### src/rtl/wave_settings_bank_pkg.sv
// Shared definitions for the function-generator settings bank:
// FSM encoding, reset defaults and a width helper.
package wave_settings_bank_pkg;

  typedef enum logic [1:0] {
    ST_IDLE      = 2'd0,
    ST_CHECK     = 2'd1,
    ST_WAIT_SYNC = 2'd2,
    ST_COMMIT    = 2'd3
  } state_t;

  localparam int DUTY_RST     = 50;
  localparam int DUTY_MAX_DEF = 100;

  // Index width that never collapses to zero bits.
  function automatic int clog2_min1(input int n);
    return (n > 1) ? $clog2(n) : 1;
  endfunction

endpackage

### src/rtl/wave_settings_channel.sv
// Active settings registers of one output channel; loaded as a whole
// when the bank commits a validated request to this channel.
module wave_settings_channel
  import wave_settings_bank_pkg::*;
#(
  parameter int AMP_W  = 12,
  parameter int DUTY_W = 7,
  parameter int FDES_W = 17,
  parameter int FSET_W = 28,
  parameter int WAVE_W = 2
) (
  input  logic              clk,
  input  logic              reset,
  input  logic              i_we,
  input  logic [AMP_W-1:0]  i_max,
  input  logic [AMP_W-1:0]  i_min,
  input  logic [DUTY_W-1:0] i_duty,
  input  logic [FDES_W-1:0] i_fdes,
  input  logic [FSET_W-1:0] i_fset,
  input  logic [WAVE_W-1:0] i_wave,
  output logic [AMP_W-1:0]  o_max,
  output logic [AMP_W-1:0]  o_min,
  output logic [DUTY_W-1:0] o_duty,
  output logic [FDES_W-1:0] o_fdes,
  output logic [FSET_W-1:0] o_fset,
  output logic [WAVE_W-1:0] o_wave
);

  logic [AMP_W-1:0]  r_max;
  logic [AMP_W-1:0]  r_min;
  logic [DUTY_W-1:0] r_duty;
  logic [FDES_W-1:0] r_fdes;
  logic [FSET_W-1:0] r_fset;
  logic [WAVE_W-1:0] r_wave;

  always_ff @(posedge clk) begin
    if (reset) begin
      r_max  <= '1;
      r_min  <= '0;
      r_duty <= DUTY_W'(DUTY_RST);
      r_fdes <= '0;
      r_fset <= '0;
      r_wave <= '0;
    end else if (i_we) begin
      r_max  <= i_max;
      r_min  <= i_min;
      r_duty <= i_duty;
      r_fdes <= i_fdes;
      r_fset <= i_fset;
      r_wave <= i_wave;
    end
  end

  assign o_max  = r_max;
  assign o_min  = r_min;
  assign o_duty = r_duty;
  assign o_fdes = r_fdes;
  assign o_fset = r_fset;
  assign o_wave = r_wave;

endmodule

### src/rtl/wave_settings_bank.sv
// Multi-channel settings bank: captures a request on the rising edge of load,
// validates it, and commits it immediately or at the channel's period end.
module wave_settings_bank
  import wave_settings_bank_pkg::*;
#(
  parameter int NUM_CH       = 2,
  parameter int AMP_W        = 12,
  parameter int DUTY_W       = 7,
  parameter int FDES_W       = 17,
  parameter int FSET_W       = 28,
  parameter int WAVE_W       = 2,
  parameter int DUTY_MAX     = DUTY_MAX_DEF,
  parameter int SYNC_TIMEOUT = 1024,
  localparam int CH_W        = clog2_min1(NUM_CH)
) (
  input  logic                     clk,
  input  logic                     reset,
  input  logic                     load,
  input  logic [CH_W-1:0]          ch_sel,
  input  logic                     sync_mode,
  input  logic [AMP_W-1:0]         maximum,
  input  logic [AMP_W-1:0]         minimum,
  input  logic [DUTY_W-1:0]        duty_cycle,
  input  logic [FDES_W-1:0]        desired_frequency,
  input  logic [FSET_W-1:0]        frequency_setting,
  input  logic [WAVE_W-1:0]        waveform,
  input  logic [NUM_CH-1:0]        period_end,
  output logic [NUM_CH*AMP_W-1:0]  max_bus,
  output logic [NUM_CH*AMP_W-1:0]  min_bus,
  output logic [NUM_CH*DUTY_W-1:0] duty_bus,
  output logic [NUM_CH*FDES_W-1:0] freq_desired_bus,
  output logic [NUM_CH*FSET_W-1:0] freq_set_bus,
  output logic [NUM_CH*WAVE_W-1:0] wave_bus,
  output logic                     busy,
  output logic                     load_done,
  output logic                     load_err,
  output logic [NUM_CH-1:0]        updated
);

  localparam int TMR_W = clog2_min1(SYNC_TIMEOUT);

  state_t            r_state;
  logic              r_load_q;
  logic [AMP_W-1:0]  r_max;
  logic [AMP_W-1:0]  r_min;
  logic [DUTY_W-1:0] r_duty;
  logic [FDES_W-1:0] r_fdes;
  logic [FSET_W-1:0] r_fset;
  logic [WAVE_W-1:0] r_wave;
  logic [CH_W-1:0]   r_ch;
  logic              r_sync;
  logic [TMR_W-1:0]  r_timer;
  logic              r_busy;
  logic              r_load_done;
  logic              r_load_err;
  logic [NUM_CH-1:0] r_updated;

  logic              w_load_edge;
  logic              w_invalid;
  logic              w_pe_hit;
  logic              w_timeout;
  logic [NUM_CH-1:0] w_ch_hot;

  assign w_load_edge = load & ~r_load_q;
  assign w_invalid   = (r_min > r_max) || (int'(r_duty) > DUTY_MAX) || (int'(r_ch) >= NUM_CH);
  // Only the staged channel's strobe can release a synchronised commit.
  assign w_pe_hit    = |(period_end & w_ch_hot);
  assign w_timeout   = (r_timer == TMR_W'(SYNC_TIMEOUT - 1));

  always_ff @(posedge clk) begin
    if (reset) begin
      r_state     <= ST_IDLE;
      r_load_q    <= 1'b0;
      r_ch        <= '0;
      r_sync      <= 1'b0;
      r_timer     <= '0;
      r_busy      <= 1'b0;
      r_load_done <= 1'b0;
      r_load_err  <= 1'b0;
      r_updated   <= '0;
    end else begin
      r_load_q    <= load;
      r_load_done <= 1'b0;
      r_updated   <= '0;
      case (r_state)
        ST_IDLE: begin
          if (w_load_edge) begin
            r_max   <= maximum;
            r_min   <= minimum;
            r_duty  <= duty_cycle;
            r_fdes  <= desired_frequency;
            r_fset  <= frequency_setting;
            r_wave  <= waveform;
            r_ch    <= ch_sel;
            r_sync  <= sync_mode;
            r_busy  <= 1'b1;
            r_state <= ST_CHECK;
          end
        end
        ST_CHECK: begin
          if (w_invalid) begin
            r_load_err  <= 1'b1;
            r_load_done <= 1'b1;
            r_busy      <= 1'b0;
            r_state     <= ST_IDLE;
          end else begin
            r_load_err <= 1'b0;
            r_timer    <= '0;
            r_state    <= r_sync ? ST_WAIT_SYNC : ST_COMMIT;
          end
        end
        ST_WAIT_SYNC: begin
          if (w_pe_hit || w_timeout) begin
            r_state <= ST_COMMIT;
          end else begin
            r_timer <= r_timer + 1'b1;
          end
        end
        ST_COMMIT: begin
          r_updated   <= w_ch_hot;
          r_load_done <= 1'b1;
          r_busy      <= 1'b0;
          r_state     <= ST_IDLE;
        end
        default: begin
          r_busy  <= 1'b0;
          r_state <= ST_IDLE;
        end
      endcase
    end
  end

  genvar gi;
  generate
    for (gi = 0; gi < NUM_CH; gi++) begin : g_ch
      assign w_ch_hot[gi] = (r_ch == CH_W'(gi));

      wave_settings_channel #(
        .AMP_W  (AMP_W),
        .DUTY_W (DUTY_W),
        .FDES_W (FDES_W),
        .FSET_W (FSET_W),
        .WAVE_W (WAVE_W)
      ) u_channel (
        .clk    (clk),
        .reset  (reset),
        .i_we   ((r_state == ST_COMMIT) && w_ch_hot[gi]),
        .i_max  (r_max),
        .i_min  (r_min),
        .i_duty (r_duty),
        .i_fdes (r_fdes),
        .i_fset (r_fset),
        .i_wave (r_wave),
        .o_max  (max_bus[gi*AMP_W +: AMP_W]),
        .o_min  (min_bus[gi*AMP_W +: AMP_W]),
        .o_duty (duty_bus[gi*DUTY_W +: DUTY_W]),
        .o_fdes (freq_desired_bus[gi*FDES_W +: FDES_W]),
        .o_fset (freq_set_bus[gi*FSET_W +: FSET_W]),
        .o_wave (wave_bus[gi*WAVE_W +: WAVE_W])
      );
    end
  endgenerate

  assign busy      = r_busy;
  assign load_done = r_load_done;
  assign load_err  = r_load_err;
  assign updated   = r_updated;

endmodule

### config.mk
export PLATFORM = sky130hd
export DESIGN_NAME = wave_settings_bank
export DESIGN_NICKNAME = d
export VERILOG_FILES = /design/src/rtl/wave_settings_bank_pkg.sv /design/src/rtl/wave_settings_channel.sv /design/src/rtl/wave_settings_bank.sv
export SDC_FILE = /design/constraint.sdc
export NUM_CORES = 1
export LEC_CHECK = 0
export ABC_AREA = 1
export BUFFER_PORTS_ARGS = -buffer_cell sky130_fd_sc_hd__buf_2
export CORE_MARGIN = 10
export CORE_UTILIZATION = 52
export CTS_CLUSTER_SIZE = 14
export DETAILED_ROUTE_END_ITERATION = 12
export HOLD_SLACK_MARGIN = 0.03
export PLACE_DENSITY = 0.86
export SLEW_MARGIN = 10
export SYNTH_ARGS = -nofsm -noshare
export SYNTH_HDL_FRONTEND = slang
export SYNTH_SLANG_ARGS = --single-unit
### constraint.sdc
create_clock -name clk -period 7.4 [get_ports clk]
set_input_delay 1.48 -clock clk [delete_from_list [all_inputs] [get_ports clk]]
set_output_delay 1.48 -clock clk [all_outputs]
set_load 0.005 [all_outputs]
==> results.py <==
metrics = {
    "placed_design": {
        "place.gp.congestion": 0.8256,
        "dpl-instance-area_sq_um": 10260,
        "port_buffers": 245,
        "dp_hpwl_mm": 16.21,
        "dpl.cell_count": 1344,
    },
    "clock_tree": {
        "clkTransAtPathRegs_ps": 60,
        "cts-buffers-inserted": 26,
        "clk_path_buf_depth": 3,
        "cts.sinks": 254,
        "clockRootBuffer": "clkbuf_16",
        "htree_levels": 1,
        "cts_resized": 0,
        "cts_tree": "done",
        "ctsHoldBuffers": 0,
        "clock_latency_ps": 520,
        "postCtsSetupRepairBufs": 0,
    },
    "grt": {
        "antenna_found_initial": 3,
        "first_global_vias": 7355,
        "grt_pass1_wl_mm": 38.28,
        "overflow": 0,
        "grt_max_degree": 107,
        "track_usage_pct": 20.91,
    },
    "sta": {
        "final-setup-viol-count": 0,
        "rsz0062_at_grt": "no",
        "period_minus_slack_ps": 2994,
        "fmax_mhz": 334.0,
        "hold_viol_final": 0,
        "tightest_slew_ps": 1164,
        "finalMaxSlewViolations": 0,
        "finalClockSkew_ps": 7.649,
        "period_share_pct": 40.46,
        "fin_setup_tns_ps": 0,
        "max_slew_margin_pct": 22.43,
    },
    "floorplan": {
        "initial_utilization_pct": 53.42,
        "die_area_sq_um": 22800,
        "ios": 246,
        "die_y_um": 151.0,
        "die_w_um": 151.0,
        "core_sq_um": 16700,
        "fp-row-count": 47,
    },
    "worst_setup_path": {
        "cp-end-kind": "flop",
        "startpoint_type": "primary input",
        "critical_path_class": "primary input to flop",
        "cp.required_ps": 7850,
        "arrival_ps": 3440,
        "cp_max_fo": 106,
    },
    "synth": {
        "syn-cell-area_sq_um": 8921,
        "syn-num-nets": 1024,
        "ys_ff_latch": 254,
        "synth.distinct_cells": 30,
        "yosys_warnings": 0,
        "syn_area_per_cell_sq_um": 9.634,
        "yosysSeqAreaShare_pct": 65.75,
        "syn_inst": 926,
    },
    "routing": {
        "avgViaCountPerCell": 5.232,
        "totalWireLength_mm": 24.85,
        "postRouteAntennaNets": 0,
        "first_iter_violations": 522,
        "firstDrtPassIters": 6,
        "post_drt_wl_per_cell_um": 17.83,
        "num_vias": 7293,
        "route.detailed.drc": 0,
    },
    "layout": {
        "syn_to_final_growth_pct": 24.85,
        "final_core_util_pct": 66.69,
        "drive_gt1_share_pct": 26.19,
        "final_common_cell": "nor2_1",
        "final_cell_mix": "nor2_1 (271), buf_2 (245), dfxtp_1 (176)",
        "fin_area_sq_um": 11140,
        "fin_nets": 1250,
        "layout.cells.non_filler": 1394,
    },
    "power": {
        "p_total_mw": 2.940,
        "vdd_drop_max_mv": 0.1881,
        "power.density_nw_per_um2": 264.0,
        "p_leak_nw": 5.275,
    },
    "run": {
        "drv_cap": 0,
    },
    "worst_hold_path": {
        "hold_path_class": "flop to flop",
    },
    "run_status": {
        "status": "finished clean",
    },
}
==> power by group <==
part	total [mW]	internal (mW)	switching, mW
clock network	1.30	0.761	0.542
logic	0.132	0.0480	0.0845
registers	1.50	1.48	0.0245
total	2.94	2.29	0.651
==> Yosys cell counts <==
| cell type | count | share of area [%] |
|---|---|---|
| or2_1 | 1 | 0.070 |
| clkinv_1 | 2 | 0.084 |
| a21oi_1 | 20 | 1.1 |
| o211ai_2 | 1 | 0.14 |
| nand3_1 | 27 | 1.5 |
| nor2_1 | 272 | 11 |
| buf_6 | 1 | 0.13 |
| ha_1 | 13 | 1.8 |
| buf_2 | 12 | 0.67 |
| inv_2 | 3 | 0.13 |
| o21ai_0 | 129 | 7.2 |
| buf_1 | 3 | 0.13 |
| a21o_1 | 1 | 0.084 |
| buf_4 | 1 | 0.084 |
| nand3_2 | 1 | 0.11 |
| nand2_2 | 2 | 0.14 |
| nor3b_1 | 1 | 0.084 |
| clkbuf_1 | 36 | 1.5 |
| mux2i_1 | 1 | 0.11 |
| nor2_4 | 1 | 0.13 |
| inv_1 | 29 | 1.2 |
| nor3_1 | 3 | 0.17 |
| nor2_2 | 2 | 0.14 |
| nand2_1 | 79 | 3.3 |
| xnor2_1 | 2 | 0.20 |
| nand4_1 | 2 | 0.14 |
| edfxtp_1 | 78 | 26 |
| xor2_1 | 3 | 0.29 |
| o211ai_1 | 24 | 2.0 |
| dfxtp_1 | 176 | 39 |
==> path summary, 6_finish.rpt <==
path	start	endpoint	slack, ps	cells past startpoint
setup / recovery	reset	g_ch[0].u_channel.o_fdes[5]	4410	5
hold / removal	g_ch[0].u_channel.o_duty[5]	g_ch[0].u_channel.o_duty[5]	460	2
setup reg to reg	r_min[8]	r_timer[6]	5170	11
hold reg to reg	g_ch[0].u_channel.o_duty[5]	g_ch[0].u_channel.o_duty[5]	460	2
==> state kept, by name (all words and copies together) (netlist names), 14 cells and up, named ones only <==
register               count
r_fset                    28
g_ch.u_channel.o_duty     14
g_ch.u_channel.o_fdes     34
g_ch.u_channel.o_fset     56
g_ch.u_channel.o_max      24
g_ch.u_channel.o_min      24
r_fdes                    17
==> layer usage <==
metal / global-route usage [%] / up-vias / routed length [um]
li1: - / 3519 / -
met1: 25.55 / 3400 / 9789
met2: 34.28 / 312 / 11890
met3: 6.354 / 60 / 2368
met4: 7.603 / 2 / 796
met5: 0 / - / 7
==> area by class of cell <==
cell class | instances | area [sq um]
timing repair buffer | 251 | 1271
inverter | 34 | 132.6
antenna | 2 | 5.005
tap | 220 | 275.3
sequential | 254 | 5866
clock buffer | 33 | 716.9
clock inverter | 15 | 151.4
fill | 1257 | 5563
multi-input combinational | 585 | 2720
==> stage by stage <==
| step | setup slack, ps | hold WS [ps] |
|---|---|---|
| CTS | 4470 | 457.0 |
| global placement | 3966 | 435.3 |
| detailed placement | 3934 | 440.7 |
| floorplan | 1829 | 440.8 |
| global route | 4243 | 485.2 |
| finish | 4406 | 458.9 |
==> critical path, cell delays in order <==
cell,delay (ps)
buf_2,220
inv_4,390
buf_4,790
o21ai_0,270
nor2_1,170
==> cell families after synthesis <==
| group | synth area share [%] |
|---|---|
| AO/OA/AOI/OAI | 10.60 |
| XOR/XNOR | 0.4910 |
| adder cells (fa/ha/maj) | 1.823 |
| buffers and inverters | 3.955 |
| flip-flops | 65.75 |
| multiplexers | 0.1122 |
| AND/OR/NAND/NOR | 17.26 |
No activity file was read; power rests on OpenSTA's default activity.
